### src/rtl/lu_pkg.sv
// Shared constants and state encoding for the instruction-code issue unit.
package lu_pkg;

    localparam int unsigned ICODE_W    = 8;
    localparam int unsigned PROG_DEPTH = 16;
    localparam int unsigned PC_W       = $clog2(PROG_DEPTH);
    localparam int unsigned CNT_W      = 5;

    localparam logic [ICODE_W-1:0] ICODE_NOP  = 8'h00;
    localparam logic [ICODE_W-1:0] ICODE_HALT = 8'hFF;
    localparam logic [CNT_W-1:0]   CNT_MAX    = 5'd31;

    typedef enum logic [1:0] {
        ST_IDLE,
        ST_RUN,
        ST_HOLD,
        ST_DONE
    } state_t;

endpackage

### src/rtl/icode_prog_mem.sv
// 16x8 program store: synchronous write, asynchronous read, contents never reset.
module icode_prog_mem
    import lu_pkg::*;
(
    input  logic               clk,
    input  logic               we,
    input  logic [PC_W-1:0]    waddr,
    input  logic [ICODE_W-1:0] wdata,
    input  logic [PC_W-1:0]    raddr,
    output logic [ICODE_W-1:0] rdata_c
);

    logic [ICODE_W-1:0] mem [PROG_DEPTH];

    always_ff @(posedge clk) begin
        if (we) begin
            mem[waddr] <= wdata;
        end
    end

    assign rdata_c = mem[raddr];

endmodule

### src/rtl/icode_issue_unit.sv
// Sequences instruction codes from a loadable program store to the processor.
// Build option ICODE_LOOP_EN: pc wraps 15->0 and issue continues until HALT.
module icode_issue_unit
    import lu_pkg::*;
(
    input  logic               clk,
    input  logic               rst,
    input  logic               ld_en,
    input  logic [PC_W-1:0]    ld_addr,
    input  logic [ICODE_W-1:0] ld_data,
    input  logic               start,
    input  logic               stall,
    output logic [ICODE_W-1:0] ICODE,
    output logic               icode_vld,
    output logic [PC_W-1:0]    pc,
    output logic               busy,
    output logic               done,
    output logic [CNT_W-1:0]   issue_cnt
);

    state_t             state_q, state_d;
    logic [ICODE_W-1:0] icode_q, icode_d;
    logic               vld_q, vld_d;
    logic [PC_W-1:0]    pc_q, pc_d;
    logic [CNT_W-1:0]   cnt_q, cnt_d;
    logic               last_q, last_d;
    logic               busy_q, busy_d;
    logic               done_q, done_d;
    logic               mem_we_c;
    logic [ICODE_W-1:0] fetch_c;
    logic               end_of_prog_c;

    icode_prog_mem u_mem (
        .clk     (clk),
        .we      (mem_we_c),
        .waddr   (ld_addr),
        .wdata   (ld_data),
        .raddr   (pc_q),
        .rdata_c (fetch_c)
    );

    // The fetched entry is the final one of the program (HALT, or top of store when not looping).
`ifdef ICODE_LOOP_EN
    assign end_of_prog_c = (fetch_c == ICODE_HALT);
`else
    assign end_of_prog_c = (fetch_c == ICODE_HALT) || (pc_q == PC_W'(PROG_DEPTH - 1));
`endif

    always_comb begin
        state_d  = state_q;
        icode_d  = icode_q;
        vld_d    = vld_q;
        pc_d     = pc_q;
        cnt_d    = cnt_q;
        last_d   = last_q;
        mem_we_c = 1'b0;

        case (state_q)
            ST_IDLE, ST_DONE: begin
                mem_we_c = ld_en;
                if (start) begin
                    state_d = ST_RUN;
                    pc_d    = '0;
                    cnt_d   = '0;
                    last_d  = 1'b0;
                end
            end
            ST_RUN, ST_HOLD: begin
                if (stall) begin
                    state_d = ST_HOLD;
                end else if (last_q) begin
                    state_d = ST_DONE;
                    icode_d = ICODE_NOP;
                    vld_d   = 1'b0;
                end else begin
                    state_d = ST_RUN;
                    icode_d = fetch_c;
                    vld_d   = 1'b1;
                    pc_d    = pc_q + PC_W'(1);
                    cnt_d   = (cnt_q == CNT_MAX) ? CNT_MAX : cnt_q + CNT_W'(1);
                    last_d  = end_of_prog_c;
                end
            end
            default: begin
                state_d = ST_IDLE;
                icode_d = ICODE_NOP;
                vld_d   = 1'b0;
            end
        endcase

        busy_d = (state_d == ST_RUN) || (state_d == ST_HOLD);
        done_d = (state_d == ST_DONE);
    end

    always_ff @(posedge clk or posedge rst) begin
        if (rst) begin
            state_q <= ST_IDLE;
            icode_q <= ICODE_NOP;
            vld_q   <= 1'b0;
            pc_q    <= '0;
            cnt_q   <= '0;
            last_q  <= 1'b0;
            busy_q  <= 1'b0;
            done_q  <= 1'b0;
        end else begin
            state_q <= state_d;
            icode_q <= icode_d;
            vld_q   <= vld_d;
            pc_q    <= pc_d;
            cnt_q   <= cnt_d;
            last_q  <= last_d;
            busy_q  <= busy_d;
            done_q  <= done_d;
        end
    end

    assign ICODE     = icode_q;
    assign icode_vld = vld_q;
    assign pc        = pc_q;
    assign issue_cnt = cnt_q;
    assign busy      = busy_q;
    assign done      = done_q;

endmodule
### config.mk
export PLATFORM = sky130hd
export DESIGN_NAME = icode_issue_unit
export DESIGN_NICKNAME = d
export VERILOG_FILES = /design/src/rtl/lu_pkg.sv /design/src/rtl/icode_prog_mem.sv /design/src/rtl/icode_issue_unit.sv
export SDC_FILE = /design/constraint.sdc
export NUM_CORES = 1
export LEC_CHECK = 0
export ABC_CLOCK_PERIOD_IN_PS = 2600
export CAP_MARGIN = 40
export CORE_ASPECT_RATIO = 1.4
export CORE_MARGIN = 8
export CORE_UTILIZATION = 40
export CTS_BUF_LIST = sky130_fd_sc_hd__clkbuf_8
export CTS_CLUSTER_DIAMETER = 80
export DETAILED_ROUTE_END_ITERATION = 12
export HOLD_SLACK_MARGIN = 0.03
export PLACE_DENSITY = 0.6
export SYNTH_ARGS = -nofsm -noshare
export SYNTH_HDL_FRONTEND = slang
export SYNTH_SLANG_ARGS = --single-unit
### constraint.sdc
create_clock -name clk -period 2.6 [get_ports clk]
set_input_delay 0.26 -clock clk [delete_from_list [all_inputs] [get_ports clk]]
set_output_delay 0.26 -clock clk [all_outputs]
set_load 0.02 [all_outputs]
==> results.md <==
* Worst slew margin relative to its limit at 56.6%
* Inserted Clock Buffers at 17
* Antenna violations before repair at 0
* Required time worst endpoint at 2.92 ns
* Static leakage at 2.43 nW
* Kind of path behind the tightest hold check: reg2reg
* Iteration-0 DRC count of the detailed router at 170
* Kind of end point of the critical path: register
* Clock latency reported for the late side of the worst-skew pair at 0.45 ns
* Arithmetic-cell share of the synthesized area counting full adders, half adders and majority gates at 0.626%
* Synth cell types at 40
* Finished Layout Cells at 580
* Fraction of the mapped netlist area in compound gates at 4.65%
* Drt total wl at 12.2 mm
* Power per standard cell area at 953 mW/mm^2
* Fraction of the yosys area taken by sequential cells at 73.7%
* Netlist area before placement at 0.00599 mm^2
* RSZ-0062 raised after global routing: false
* Leading cell types by total area after synthesis: edfxtp_1 (64%), dfrtp_1 (9.6%), mux4_2 (7.5%)
* Number of clock sinks at 151
* Maximum VDD drop at 482 uV
* Mean routed wirelength per cell at 21.1 um
* Worst clock skew at 0.0174 ns
* Crit-path max FO at 22
* Vias per inst at 5.44
* Min cycle time layout at 2.14 ns
* Main combinational cell family by area after synthesis: multiplexers
* Top-level port count at 37
* Die W at 119 um
* Startpoint of the tightest hold check path: icode_vld
* Standard-cell row count at 53
* Buffers from clock root to sink, at most at 2
* WS Path Type: reg2reg
* DP Wirelength at 8.42 mm
* Total setup violations reported at the end of the flow at 0
* First-pass GRT wire length at 19.3 mm
* Vert. Die Dim at 161 um
* Critical path startpoint category: register
* Most used DFF post-synth: edfxtp_1
* Origin of the worst setup path: state_q[1]
* Starting utilization of the core area at 40.4%
* Htree depth at 4
* Number of search-and-repair iterations in the first detailed-routing pass at 4
* Number of violations of the max-capacitance limit at 0
* Final-stage net count at 395
* Post-cts gate resize count at 0
* Area growth from synthesis to layout at 18.3%
* Synth async-reset ratio at 15.2%
* Via count of the first global-routing pass at 3396
* Hold Vio Cnt, Final at 0
* IO Port Bufs at 36
* Area share of and/or/nand/nor cells after synthesis at 4.97%
* Number of vias after detailed routing at 3156
* Arrival @ worst endpoint at 2.47 ns
* Setup_tns at 0 ns
* Area of the core at 0.0149 mm^2
* Pin count of the biggest net entering global routing at 37
* Peak clock frequency supported by timing at 0.466 GHz
* Residual DRC at 0
* Xor-xnor portion of the synthesized cell area at 0.438%
* Fraction of synthesized area in multiplexers at 13.1%
* Total of flip-flops plus latches after synthesis at 151
* Cells after synthesis at 308
* Inserted Diodes at 0
* Root buffer cell: clkbuf_8
* # Post-CTS Setup Buffers at 0
* DIE AREA at 0.0192 mm^2
* Count of flip-flops with a built-in enable after synthesis at 128
* CTS tree: built
* Antenna viol nets, final at 0
* Reg-to-reg critical path startpoint: state_q[1]
* Avg Cell Area, Syn at 19.5 um^2
* Synth area leader: edfxtp_1
* Share of the synthesized area in the top cell type at 64.1%
* Overall track demand over capacity in global routing at 13.4%
* Proportion of layout cells with a drive suffix above 1 at 21.6%
* Final slew viol count at 0
* Result of the run: finished clean
* Synth Warn # at 0
* Clock transition at the registers of the reported paths at 0.09 ns
* Last weighted congestion value of the routability-driven placer at 0.849
* Worst-margin pin slew at 0.649 ns
* Synthesized netlist net count at 328
* Ratio of final minimum period to clock period at 82.4%
* Gr ovfl total at 0
* Placed cell count at 547
## registers in the layout (all words and copies together), names as in the netlist
register	count
pc	4
ICODE	8
busy	1
state_q	2
issue_cnt	5
icode_vld	1
u_mem.mem	128
last_q	1
done	1
## routing by layer
layer / up-vias / wire (um) / global-route usage (%) / part of all wire (%)
li1: 1394 / - / - / -
met1: 1654 / 4700 / 14.5 / 39
met2: 88 / 6600 / 23.6 / 54
met3: 20 / 583 / 3.79 / 4.8
met4: 0 / 327 / 6.21 / 2.7
met5: - / 0 / 0 / 0
## cell type report
| type | instances | area [um^2] |
|---|---|---|
| well taps | 192 | 240 |
| clock inverters | 14 | 135 |
| repair buffers | 63 | 611 |
| flip-flops and latches | 151 | 4420 |
| fillers | 1258 | 7760 |
| multi-input cells | 139 | 1430 |
| inverters | 3 | 11.3 |
| clock buffers | 18 | 248 |
## where the power goes
| group | internal, mW | switching, mW | leakage [nW] |
|---|---|---|---|
| clock | 0.731 | 0.969 | 0.190 |
| sequential | 2.84 | 0.136 | 1.44 |
| combinational | 0.995 | 1.09 | 0.799 |
| total | 4.56 | 2.20 | 2.43 |
## logic make-up after synthesis
family	after synthesis
AOI/OAI and AO/OA	38
xor gates and xnor gates	3
adders and majority gates	3
buffers and inverters	18
DFF	151
muxes	34
and+or+nand+nor	61
## final timing paths
kind                                  end  slack, ns  depth (start not counted)
worst max-delay path                 busy       0.46                          7
worst min-delay path            icode_vld       0.50                          1
worst max register to register       busy       0.46                          7
worst min register to register  icode_vld       0.50                          1
max in group asynchronous           pc[0]       1.59                          4
min in group asynchronous        ICODE[0]       0.60                          3
## critical path: stages, from the launching register on
cell,delay (ns)
dfrtp_1,0.43
xnor2_1,0.21
buf_4,0.19
or2_2,0.40
nor2_8,0.29
nor2_2,0.09
o21a_1,0.13
ha_1,0.27
## Yosys cell counts, types with 2 or more instances
master / instances
buf_2: 3
a22o_1: 7
edfxtp_1: 128
nor3_1: 5
xor2_1: 2
a31oi_1: 3
a22oi_1: 16
nor2b_1: 2
inv_1: 3
dfrtp_1: 23
clkdlybuf4s25_2: 3
buf_4: 3
mux4_1: 12
and2_1: 2
ha_1: 3
a21oi_1: 3
buf_6: 4
o21ai_0: 3
nand4_1: 6
nand2_1: 18
mux4_2: 20
nor2_1: 20
nand2b_1: 2
## cell usage in the layout, fill, tap and decap left out, types with 2 or more instances in the layout
| cell | synthesis | routed |
|---|---|---|
| a21oi_1 | 3 | 3 |
| a22o_1 | 7 | 7 |
| a22oi_1 | 16 | 16 |
| a31oi_1 | 3 | 3 |
| and2_1 | 2 | 2 |
| buf_12 | 1 | 2 |
| buf_4 | 3 | 23 |
| clkbuf_8 | 0 | 18 |
| clkdlybuf4s50_1 | 0 | 36 |
| clkinv_4 | 0 | 3 |
| clkinvlp_4 | 0 | 2 |
| dfrtp_1 | 23 | 22 |
| edfxtp_1 | 128 | 128 |
| ha_1 | 3 | 3 |
| inv_1 | 3 | 3 |
| inv_6 | 0 | 5 |
| inv_8 | 0 | 3 |
| mux4_1 | 12 | 12 |
| mux4_2 | 20 | 20 |
| nand2_1 | 18 | 18 |
| nand2b_1 | 2 | 2 |
| nand4_1 | 6 | 6 |
| nor2_1 | 20 | 20 |
| nor2b_1 | 2 | 2 |
| nor3_1 | 5 | 5 |
| o21ai_0 | 3 | 3 |
| xor2_1 | 2 | 2 |
## per-stage QoR
step                      area (um^2)  setup slack (ns)  utilization [%]  hold WS, ns  total power, mW
final                            7090             0.456             47.8        0.503             6.76
after global routing             7090             0.302             47.8        0.521             7.10
after CTS                        7090             0.437             47.8        0.507             6.85
after detailed placement         6700             0.464             45.1        0.487             5.15
after global placement           6670             0.521             44.9        0.478             5.11
after floorplan                  5990             0.399                -        0.262             4.45
## what timing repair did
action                                  CTS  global route
hold buffers                              1             0
endpoints found under the setup margin    0             0
endpoints found under the hold margin     4             0
(Power assumes the default switching activity.)
